<file path="config.mk">
export PLATFORM = sky130hd
export DESIGN_NAME = usiq_sched
export DESIGN_NICKNAME = d
export VERILOG_FILES = /design/src/rtl/usiq_sched.sv
export SDC_FILE = /design/constraint.sdc
export NUM_CORES = 1
export LEC_CHECK = 0
export ABC_CLOCK_PERIOD_IN_PS = 2100
export CORE_MARGIN = 5
export CORE_UTILIZATION = 29
export DETAILED_ROUTE_END_ITERATION = 12
export PLACE_DENSITY = 0.74
export SYNTH_ARGS = -nofsm -noshare
export SYNTH_HDL_FRONTEND = slang
export SYNTH_SLANG_ARGS = --single-unit
</file>
<file path="constraint.sdc">
create_clock -name clk -period 2.1 [get_ports clk]
set_input_delay 0.315 -clock clk [delete_from_list [all_inputs] [get_ports clk]]
set_output_delay 0.315 -clock clk [all_outputs]
set_load 0.1 [all_outputs]
</file>
<file path="src/rtl/usiq_sched.sv">
// Round-robin scheduler that drains up to NRX receiver IQ FIFOs into one shared sample stream.
// Optional stall watchdog enabled by defining USIQ_SCHED_WATCHDOG_EN.
`timescale 1ns/1ps

module usiq_sched #(
    parameter int          NRX     = 4,
    parameter logic [10:0] THRESH  = 11'd64,
    parameter int          TIMEOUT = 1024
) (
    input  logic              clk,
    input  logic              rstn,
    input  logic [NRX-1:0]    rx_en,
    input  logic [24*NRX-1:0] s_tdata,
    input  logic [NRX-1:0]    s_tvalid,
    output logic [NRX-1:0]    s_tready,
    input  logic [NRX-1:0]    s_tlast,
    input  logic [2*NRX-1:0]  s_tuser,
    input  logic [11*NRX-1:0] s_tlength,
    output logic [23:0]       m_tdata,
    output logic              m_tvalid,
    input  logic              m_tready,
    output logic              m_tlast,
    output logic [1:0]        m_tuser,
    output logic [2:0]        m_tid,
    output logic              busy,
    output logic [15:0]       pkt_count,
    output logic [7:0]        abort_count
);

    typedef enum logic [1:0] {
        ST_IDLE  = 2'd0,
        ST_XFER  = 2'd1,
        ST_ABORT = 2'd2
    } state_t;

    state_t         r_state;
    state_t         w_state_nxt;
    logic [2:0]     r_ptr;
    logic [2:0]     r_grant;
    logic [2:0]     w_pick;
    logic [2:0]     w_ptr_nxt;
    logic [15:0]    r_pkt_count;
    logic [NRX-1:0] w_elig;
    logic           w_found;
    logic           w_g_valid;
    logic           w_g_last;
    logic [23:0]    w_g_data;
    logic [1:0]     w_g_user;
    logic           w_hs;
    logic           w_pkt_done;
    logic           w_abort_done;

    always_comb begin
        for (int i = 0; i < NRX; i++) begin
            w_elig[i] = rx_en[i] & s_tvalid[i] & (s_tlength[11*i +: 11] >= THRESH);
        end
    end

    // First eligible source at or after r_ptr, wrapping modulo NRX.
    always_comb begin : search
        int idx;
        w_found = 1'b0;
        w_pick  = '0;
        for (int k = 0; k < NRX; k++) begin
            idx = int'(r_ptr) + k;
            if (idx >= NRX) idx = idx - NRX;
            if (!w_found && w_elig[idx]) begin
                w_found = 1'b1;
                w_pick  = 3'(idx);
            end
        end
    end

    // NOTE: every signal gets a default before the branches so no path leaves it unassigned (no latch).
    always_comb begin
        w_g_valid = 1'b0;
        w_g_last  = 1'b0;
        w_g_data  = '0;
        w_g_user  = '0;
        for (int i = 0; i < NRX; i++) begin
            if (r_grant == 3'(i)) begin
                w_g_valid = s_tvalid[i];
                w_g_last  = s_tlast[i];
                w_g_data  = s_tdata[24*i +: 24];
                w_g_user  = s_tuser[2*i +: 2];
            end
        end
    end

    assign w_ptr_nxt  = (r_grant >= 3'(NRX - 1)) ? 3'd0 : r_grant + 3'd1;
    assign w_hs       = (r_state == ST_XFER) & w_g_valid & m_tready;
    assign w_pkt_done = w_hs & w_g_last;

`ifdef USIQ_SCHED_WATCHDOG_EN
    localparam int WDW = $clog2(TIMEOUT + 1);

    logic [WDW-1:0] r_wd;
    logic [7:0]     r_abort_count;
    logic           w_wd_fire;

    // Fires on the stalled clock that brings the count up to TIMEOUT.
    assign w_wd_fire    = (r_state == ST_XFER) & ~w_g_valid & (r_wd == WDW'(TIMEOUT - 1));
    assign w_abort_done = (r_state == ST_ABORT) & m_tready;
    assign abort_count  = r_abort_count;

    always_ff @(posedge clk) begin
        if (!rstn) begin
            r_wd          <= '0;
            r_abort_count <= '0;
        end else begin
            if (r_state == ST_IDLE || w_hs)
                r_wd <= '0;
            else if (r_state == ST_XFER && !w_g_valid && r_wd != WDW'(TIMEOUT))
                r_wd <= r_wd + 1'b1;
            if (w_abort_done && r_abort_count != 8'hFF)
                r_abort_count <= r_abort_count + 8'd1;
        end
    end
`else
    assign w_abort_done = 1'b0;
    assign abort_count  = 8'd0;
`endif

    always_comb begin
        w_state_nxt = r_state;
        m_tvalid    = 1'b0;
        m_tdata     = '0;
        m_tlast     = 1'b0;
        m_tuser     = '0;
        m_tid       = '0;
        s_tready    = '0;
        case (r_state)
            ST_IDLE: begin
                if (w_found) w_state_nxt = ST_XFER;
            end
            ST_XFER: begin
                m_tvalid = w_g_valid;
                m_tdata  = w_g_data;
                m_tlast  = w_g_last;
                m_tuser  = w_g_user;
                m_tid    = r_grant;
                for (int i = 0; i < NRX; i++) begin
                    if (r_grant == 3'(i)) s_tready[i] = m_tready;
                end
                if (w_pkt_done)
                    w_state_nxt = ST_IDLE;
`ifdef USIQ_SCHED_WATCHDOG_EN
                else if (w_wd_fire)
                    w_state_nxt = ST_ABORT;
`endif
            end
`ifdef USIQ_SCHED_WATCHDOG_EN
            // Terminating beat closes the stalled packet; the source is left unpopped.
            ST_ABORT: begin
                m_tvalid = 1'b1;
                m_tlast  = 1'b1;
                m_tuser  = 2'b11;
                m_tid    = r_grant;
                if (m_tready) w_state_nxt = ST_IDLE;
            end
`endif
            default: w_state_nxt = ST_IDLE;
        endcase
    end

    // NOTE: sequential state uses non-blocking assignments so every register samples pre-edge values.
    always_ff @(posedge clk) begin
        if (!rstn) begin
            r_state     <= ST_IDLE;
            r_ptr       <= '0;
            r_grant     <= '0;
            r_pkt_count <= '0;
        end else begin
            r_state <= w_state_nxt;
            if (r_state == ST_IDLE && w_found) r_grant <= w_pick;
            if (w_pkt_done) r_pkt_count <= r_pkt_count + 16'd1;
            if (w_pkt_done || w_abort_done) r_ptr <= w_ptr_nxt;
        end
    end

    assign busy      = (r_state != ST_IDLE);
    assign pkt_count = r_pkt_count;

endmodule
</file>
==> run summary, run 1 <==
CP Data Required Time = 1.78 ns
Peak supply drop = 0.471 mV
Status = complete, but fails checks
Synth area leaders = dfxtp_1 18%, nor2b_1 8.3%, a211oi_1 7.9%
R2r setup slk = -0.30 ns
Critical-path maximum fanout = 5
Final ANT Viol Nets = 0
Routed len/inst = 22.3 um
Leading area contributor after synthesis = dfxtp_1
CTS buffer count = 3
Setup TNS = -12.67 ns
Netlist cell types = 51
Synth-to-Final Area Change = 147%
Vias in the first global route = 3867
Gpl congestion = 0.889
Mapped Cells = 339
Clock-pin slew on the worst setup and hold paths = 0.08 ns
Max Cap Viol = 0
DIE WIDTH = 104 um
First-pass GRT wire length = 21.5 mm
HP Class = reg -> reg
FP Rows = 34
Synthesized area per cell = 7.52 um^2
Global route overflow = 0
Clock root cell = clkbuf_8
Power per Cell Area = 591 mW/mm^2
Pre-antenna DRT Iters = 4
Largest net degree at the start of global routing = 43
Failing checks = setup timing
Max Clk Rate = 409 MHz
Slowest CP cell = dfxtp_4
P_leak = 0.00244 uW
Synth Register Bits = 23
CTS Buffer Depth = 2
Final net count = 738
Yosys warnings = 0
DR DRC count = 0
Post-Syn Area = 0.00255 mm^2
Num Clock Sinks = 23
1st-iter DRT viols = 160
Global-route total usage across every layer = 24.0%
Vias per cell = 5.47
Initial core utilization = 29.5%
Worst Setup Slack, final = -0.342 ns
Detailed Route WL = 15.0 mm
Setup Skew = 0.00323 ns
Final Hold Fails = 0
Ratio of final minimum period to clock period = 116%
Setup Viol. Count Final = 50
Post-synth EDFFs = 0
Top FF cell, synth = dfxtp_1
H-tree depth = 1
CP Cell Sequence = inv_4 -> buf_6 -> ha_4 -> nor2b_4 -> buf_4 -> buf_6 -> a22oi_2 -> a211oi_2 -> a21oi_2 -> nor2b_4 -> buf_12
Die area = 0.0108 mm^2
CTS tree = done
Tmin final = 2.44 ns
Port buffer count = 190
Die height = 104 um
Layout cells sized above 1 = 50.2%
Yosys top cell area share = 18.1%
Cts hold-fix bufs = 0
Critical Path AT = 2.13 ns
Fin. max-slew vios = 0
Async S/R FF share, synth = 0%
Placeable Area = 0.00864 mm^2
Unrepaired setup endpoints after global routing = yes
Skew-Pair Late Insertion Delay = 0.26 ns
I/O pin count = 223
Via count = 3693
Critical path class = reg -> out
Sequential share of the synthesized area = 18.1%
Worst path max stage delay = 0.37 ns
Utilization after layout = 72.9%
Initial antenna violation count = 1
Setup crit start kind = flip-flop
Crit end category = primary output
HPWL after detailed placement = 9.45 mm
==> layout by cell type, fill, tap and decap left out, drive strengths merged, types with 9 or more instances in the layout <==
master and n:
nor2b 34, nand4 9, a211oi 27, clkdlybuf4s50 122, and2 23, xnor2 15, mux2i 9, a21oi 27
a22oi 27, nor2 32, dfxtp 23, buf 119
==> synth_stat cells (2+ instances only) <==
master    instances
a211oi_1         27
a21oi_1          27
a22oi_1          26
and2_1           22
and3_1            8
and3b_1           2
and4_1            2
buf_1             2
buf_4             8
clkbuf_1         23
dfxtp_1          23
ha_1              8
inv_1             5
mux2i_1           8
nand2_1           6
nand2b_1          4
nand3_1           4
nand4_1           9
nor2_1           32
nor2b_1          34
nor3_1            2
o211a_1           4
o211ai_1          4
o21a_1            2
o21ai_0           4
o221ai_1          2
or4_1             3
xnor2_1          15
==> per-layer routing <==
layer  wire (um)  global-route usage (%)  up-vias
met5           0                       0        -
met4         499                    7.59        0
met3         997                    7.34       39
met2        7780                    42.2      188
met1        5780                    27.7     1759
li1            -                       -     1707
==> what timing repair did <==
action	4_1_cts	5_1_grt
pin swaps	58	27
setup endpoints to repair	52	54
endpoints found under the hold margin	0	0
gates cloned	10	3
resized for setup	138	54
buffers inserted	8	7
==> through the flow <==
| step | instance area (um^2) | hold slack, ns | cells | setup WS, ns | total power, uW |
|---|---|---|---|---|---|
| after floorplan | 2930 | 0.443 | 346 | -0.467 | 1930 |
| after global placement | 5400 | 0.547 | 644 | -0.552 | 2790 |
| after detailed placement | 5400 | 0.556 | 644 | -0.621 | 2830 |
| after CTS | 5990 | 0.565 | 666 | -0.354 | 3500 |
| after global routing | 6290 | 0.602 | 675 | -0.445 | 3850 |
| final | 6290 | 0.556 | 675 | -0.342 | 3720 |
==> power breakdown <==
part           switching [uW]  total (uW)  internal [uW]  leakage (uW)
Sequential               18.4         467            449      0.000188
Combinational            1610        2970           1360       0.00223
Clock                     147         280            132     0.0000255
Total                    1780        3720           1940       0.00244
==> path summary, 6_finish.rpt <==
check | to | cells after the start | start
hold reg to reg | r_ptr[2] | 2 | r_ptr[2]
setup / recovery | m_tdata[2] | 11 | r_grant[1]
hold / removal | r_ptr[2] | 2 | r_ptr[2]
setup reg to reg | r_ptr[1] | 12 | r_grant[1]
==> sequential cells by signal, indices dropped and copies added (netlist names) <==
| name | count |
|---|---|
| r_state | 1 |
| r_ptr | 3 |
| pkt_count | 16 |
| r_grant | 3 |
==> area by class of cell <==
type / count / area (um^2)
flip-flops and latches: 23 / 468
fillers: 550 / 2340
clock buffers: 3 / 41.3
repair buffers: 248 / 2840
well taps: 108 / 135
diodes: 1 / 2.50
clock inverters: 1 / 5.00
inverters: 6 / 25.0
multi-input cells: 285 / 2780
==> critical path, delay by kind of cell, from the launching register on <==
kind / cells / cell delay (ns)
AOI/OAI and AO/OA: 3 / 0.41
adders and majority gates: 1 / 0.15
buffers and inverters: 5 / 0.63
DFF: 1 / 0.37
and+or+nand+nor: 2 / 0.30
==> kinds of logic (layout without fill, tap and decap cells) <==
family          after synthesis  in the layout  synth area share (%)
fa+ha+maj                     8              8                  3.93
buf+inv                      41            258                  7.56
simple gates                131            134                  29.0
flops                        23             23                  18.1
compound gates              108            108                  30.3
mux                          11             11                  5.59
xor+xnor                     16             16                  5.50
other cells                   1              9                 0.147
Power figures use the tool's default switching activity.
==> run 2, diff against run 1 <==
--- a/config.mk
+++ b/config.mk
@@ -9,6 +9,7 @@
 export CORE_MARGIN = 5
 export CORE_UTILIZATION = 29
 export DETAILED_ROUTE_END_ITERATION = 12
+export MAX_ROUTING_LAYER = met4
 export PLACE_DENSITY = 0.74
 export SYNTH_ARGS = -nofsm -noshare
 export SYNTH_HDL_FRONTEND = slang
==> run 2 against run 1 <==
The flow still finishes with violations (setup timing). Critical path depth fell by 1. Total power shrank 0.45%. Utilization rose by 0.22 points. Clock skew is 0.00058 ns higher. Clock power barely moved. Wire length shrank 4.2%. Fmax up 0.33%. Register-to-register slack barely moved. Critical endpoint is now m_tdata[16]. Largest power group unchanged.
==> run summary, run 2 (synthesis results as in run 1) <==
Initial antenna violation count = 0 (-1)
Setup crit start kind = flip-flop
Critical path class = reg -> out
Largest net degree at the start of global routing = 48 (+12%)
Setup Viol. Count Final = 48 (-4.0%)
Gpl congestion = 0.877 (-1.4%)
Worst path max stage delay = 0.35 ns (-0.02 ns)
Peak supply drop = 0.327 mV (-31%)
Failing checks = setup timing
Power per Cell Area = 587 mW/mm^2 (-0.75%)
Max Cap Viol = 0 (unchanged)
Routed len/inst = 21.1 um (-5.4%)
Die height = 104 um (unchanged)
H-tree depth = 1 (unchanged)
CTS buffer count = 3 (unchanged)
HP Class = reg -> reg
Global-route total usage across every layer = 24.6% (+0.62 points)
Tmin final = 2.43 ns (-0.00803 ns)
Layout cells sized above 1 = 47.2% (-3.0 points)
I/O pin count = 223 (unchanged)
Skew-Pair Late Insertion Delay = 0.26 ns (about the same)
Unrepaired setup endpoints after global routing = yes
Total chip power = 3700 uW (-0.45%)
Max Clk Rate = 411 MHz (+0.33%)
Ratio of final minimum period to clock period = 116% (-0.38 points)
Vias per cell = 5.45 (-0.46%)
Commonest non-fill, non-tap cells in the layout = 122 x clkdlybuf4s50_1, 50 x buf_4, 40 x buf_12
Hold Slack = 0.555 ns (-0.00141 ns)
Die area = 0.0108 mm^2 (unchanged)
Status = complete, but fails checks
Final ANT Viol Nets = 0 (unchanged)
Num Clock Sinks = 23 (unchanged)
Commonest non-fill, non-tap cell in the layout = clkdlybuf4s50_1
Slowest CP cell = dfxtp_2
Via count = 3725 (+0.87%)
DIE WIDTH = 104 um (unchanged)
1st-iter DRT viols = 197 (+23%)
CP Data Required Time = 1.78 ns (about the same)
Detailed Route WL = 14.4 mm (-4.2%)
Worst Setup Slack, final = -0.334 ns (+0.00803 ns)
Fin. max-slew vios = 0 (unchanged)
CP Cell Sequence = buf_6 -> ha_4 -> nor2b_4 -> buf_6 -> buf_8 -> a22oi_1 -> a211oi_2 -> a21oi_2 -> nor2b_4 -> buf_12
Vias in the first global route = 3839 (-0.72%)
Port buffer count = 190 (unchanged)
Final net count = 748 (+1.4%)
Diode count = 0 (-1)
R2R depth = 11 (-1)
Synth-to-Final Area Change = 148%
First-pass GRT wire length = 21.1 mm (-1.4%)
DR DRC count = 0 (unchanged)
Setup Skew = 0.00381 ns (+0.000583 ns)
HPWL after detailed placement = 9.64 mm (+2.0%)
Placed Cells = 642 (-0.31%)
P_leak = 0.00246 uW (+1.0%)
Crit end category = primary output
Final Hold Fails = 0 (unchanged)
Post-place setup slack = -0.614 ns (+0.00759 ns)
Placeable Area = 0.00864 mm^2 (unchanged)
Fin cells = 684 (+1.3%)
Setup TNS = -12.22 ns (+0.454 ns)
Critical Path AT = 2.12 ns (about the same)
Clock root cell = clkbuf_8
Initial core utilization = 29.5% (unchanged)
Clock-pin slew on the worst setup and hold paths = 0.08 ns (about the same)
CTS Buffer Depth = 2 (unchanged)
FP Rows = 34 (unchanged)
Critical-path maximum fanout = 5 (unchanged)
Largest register FFs = 16 (unchanged)
CTS tree = done
Min-Delay Path Depth = 2 (unchanged)
Pre-antenna DRT Iters = 4 (unchanged)
Global route overflow = 0 (unchanged)
-- run 2: repair_timing --
action                                  4_1_cts  5_1_grt
gates resized for setup                     142       35
endpoints found under the setup margin       52       53
setup buffers                                19        7
cloned                                       10        2
pin swaps                                    60       29
hold buffers                                  0        0
-- run 2: path summary, 6_finish.rpt --
check | slack (ns) | startpoint | endpoint
min | 0.55 | r_ptr[2] | r_ptr[2]
min reg2reg | 0.55 | r_ptr[2] | r_ptr[2]
max reg2reg | -0.30 | r_grant[0] | pkt_count[0]
max | -0.33 | r_grant[0] | m_tdata[16]
-- run 2: worst max-delay path, delay by kind of cell (launching register included) --
family / cells / cell delay (ns)
and+or+nand+nor: 2 / 0.33
DFF: 1 / 0.35
AOI/OAI and AO/OA: 3 / 0.44
buffers and inverters: 4 / 0.58
adders and majority gates: 1 / 0.15
-- run 2: power by group --
group | switching, uW | internal [uW]
logic | 1580 | 1380
registers | 10.4 | 449
clock network | 143 | 135
-- run 2: area by class of cell --
cell class | instances | area [um^2]
multi-input cells | 285 | 2680
well taps | 108 | 135
flip-flops and latches | 23 | 468
inverters | 6 | 27.5
clock buffers | 4 | 45.0
repair buffers | 258 | 2960
fillers | 563 | 2320
-- run 2: per-layer routing --
metal	track usage, %	wire length (um)	part of all wire (%)
met4	6.66	604	4.2
met1	27.7	5560	39
met2	43.3	7310	51
met3	6.16	951	6.6
met5	-	0	0
-- run 2: metrics by stage --
step	area, um^2	util, %
floorplan	2930	-
global placement	5370	62.2
detailed placement	5370	62.2
CTS	6080	70.4
global route	6310	73.1
finish	6310	73.1
==> run 3, diff against run 2 <==
--- a/config.mk
+++ b/config.mk
@@ -5,7 +5,6 @@
 export SDC_FILE = /design/constraint.sdc
 export NUM_CORES = 1
 export LEC_CHECK = 0
-export ABC_CLOCK_PERIOD_IN_PS = 2100
 export CORE_MARGIN = 5
 export CORE_UTILIZATION = 29
 export DETAILED_ROUTE_END_ITERATION = 12
==> results of run 3 <==
Final layout, timing and power as in run 2 (identical DEF).
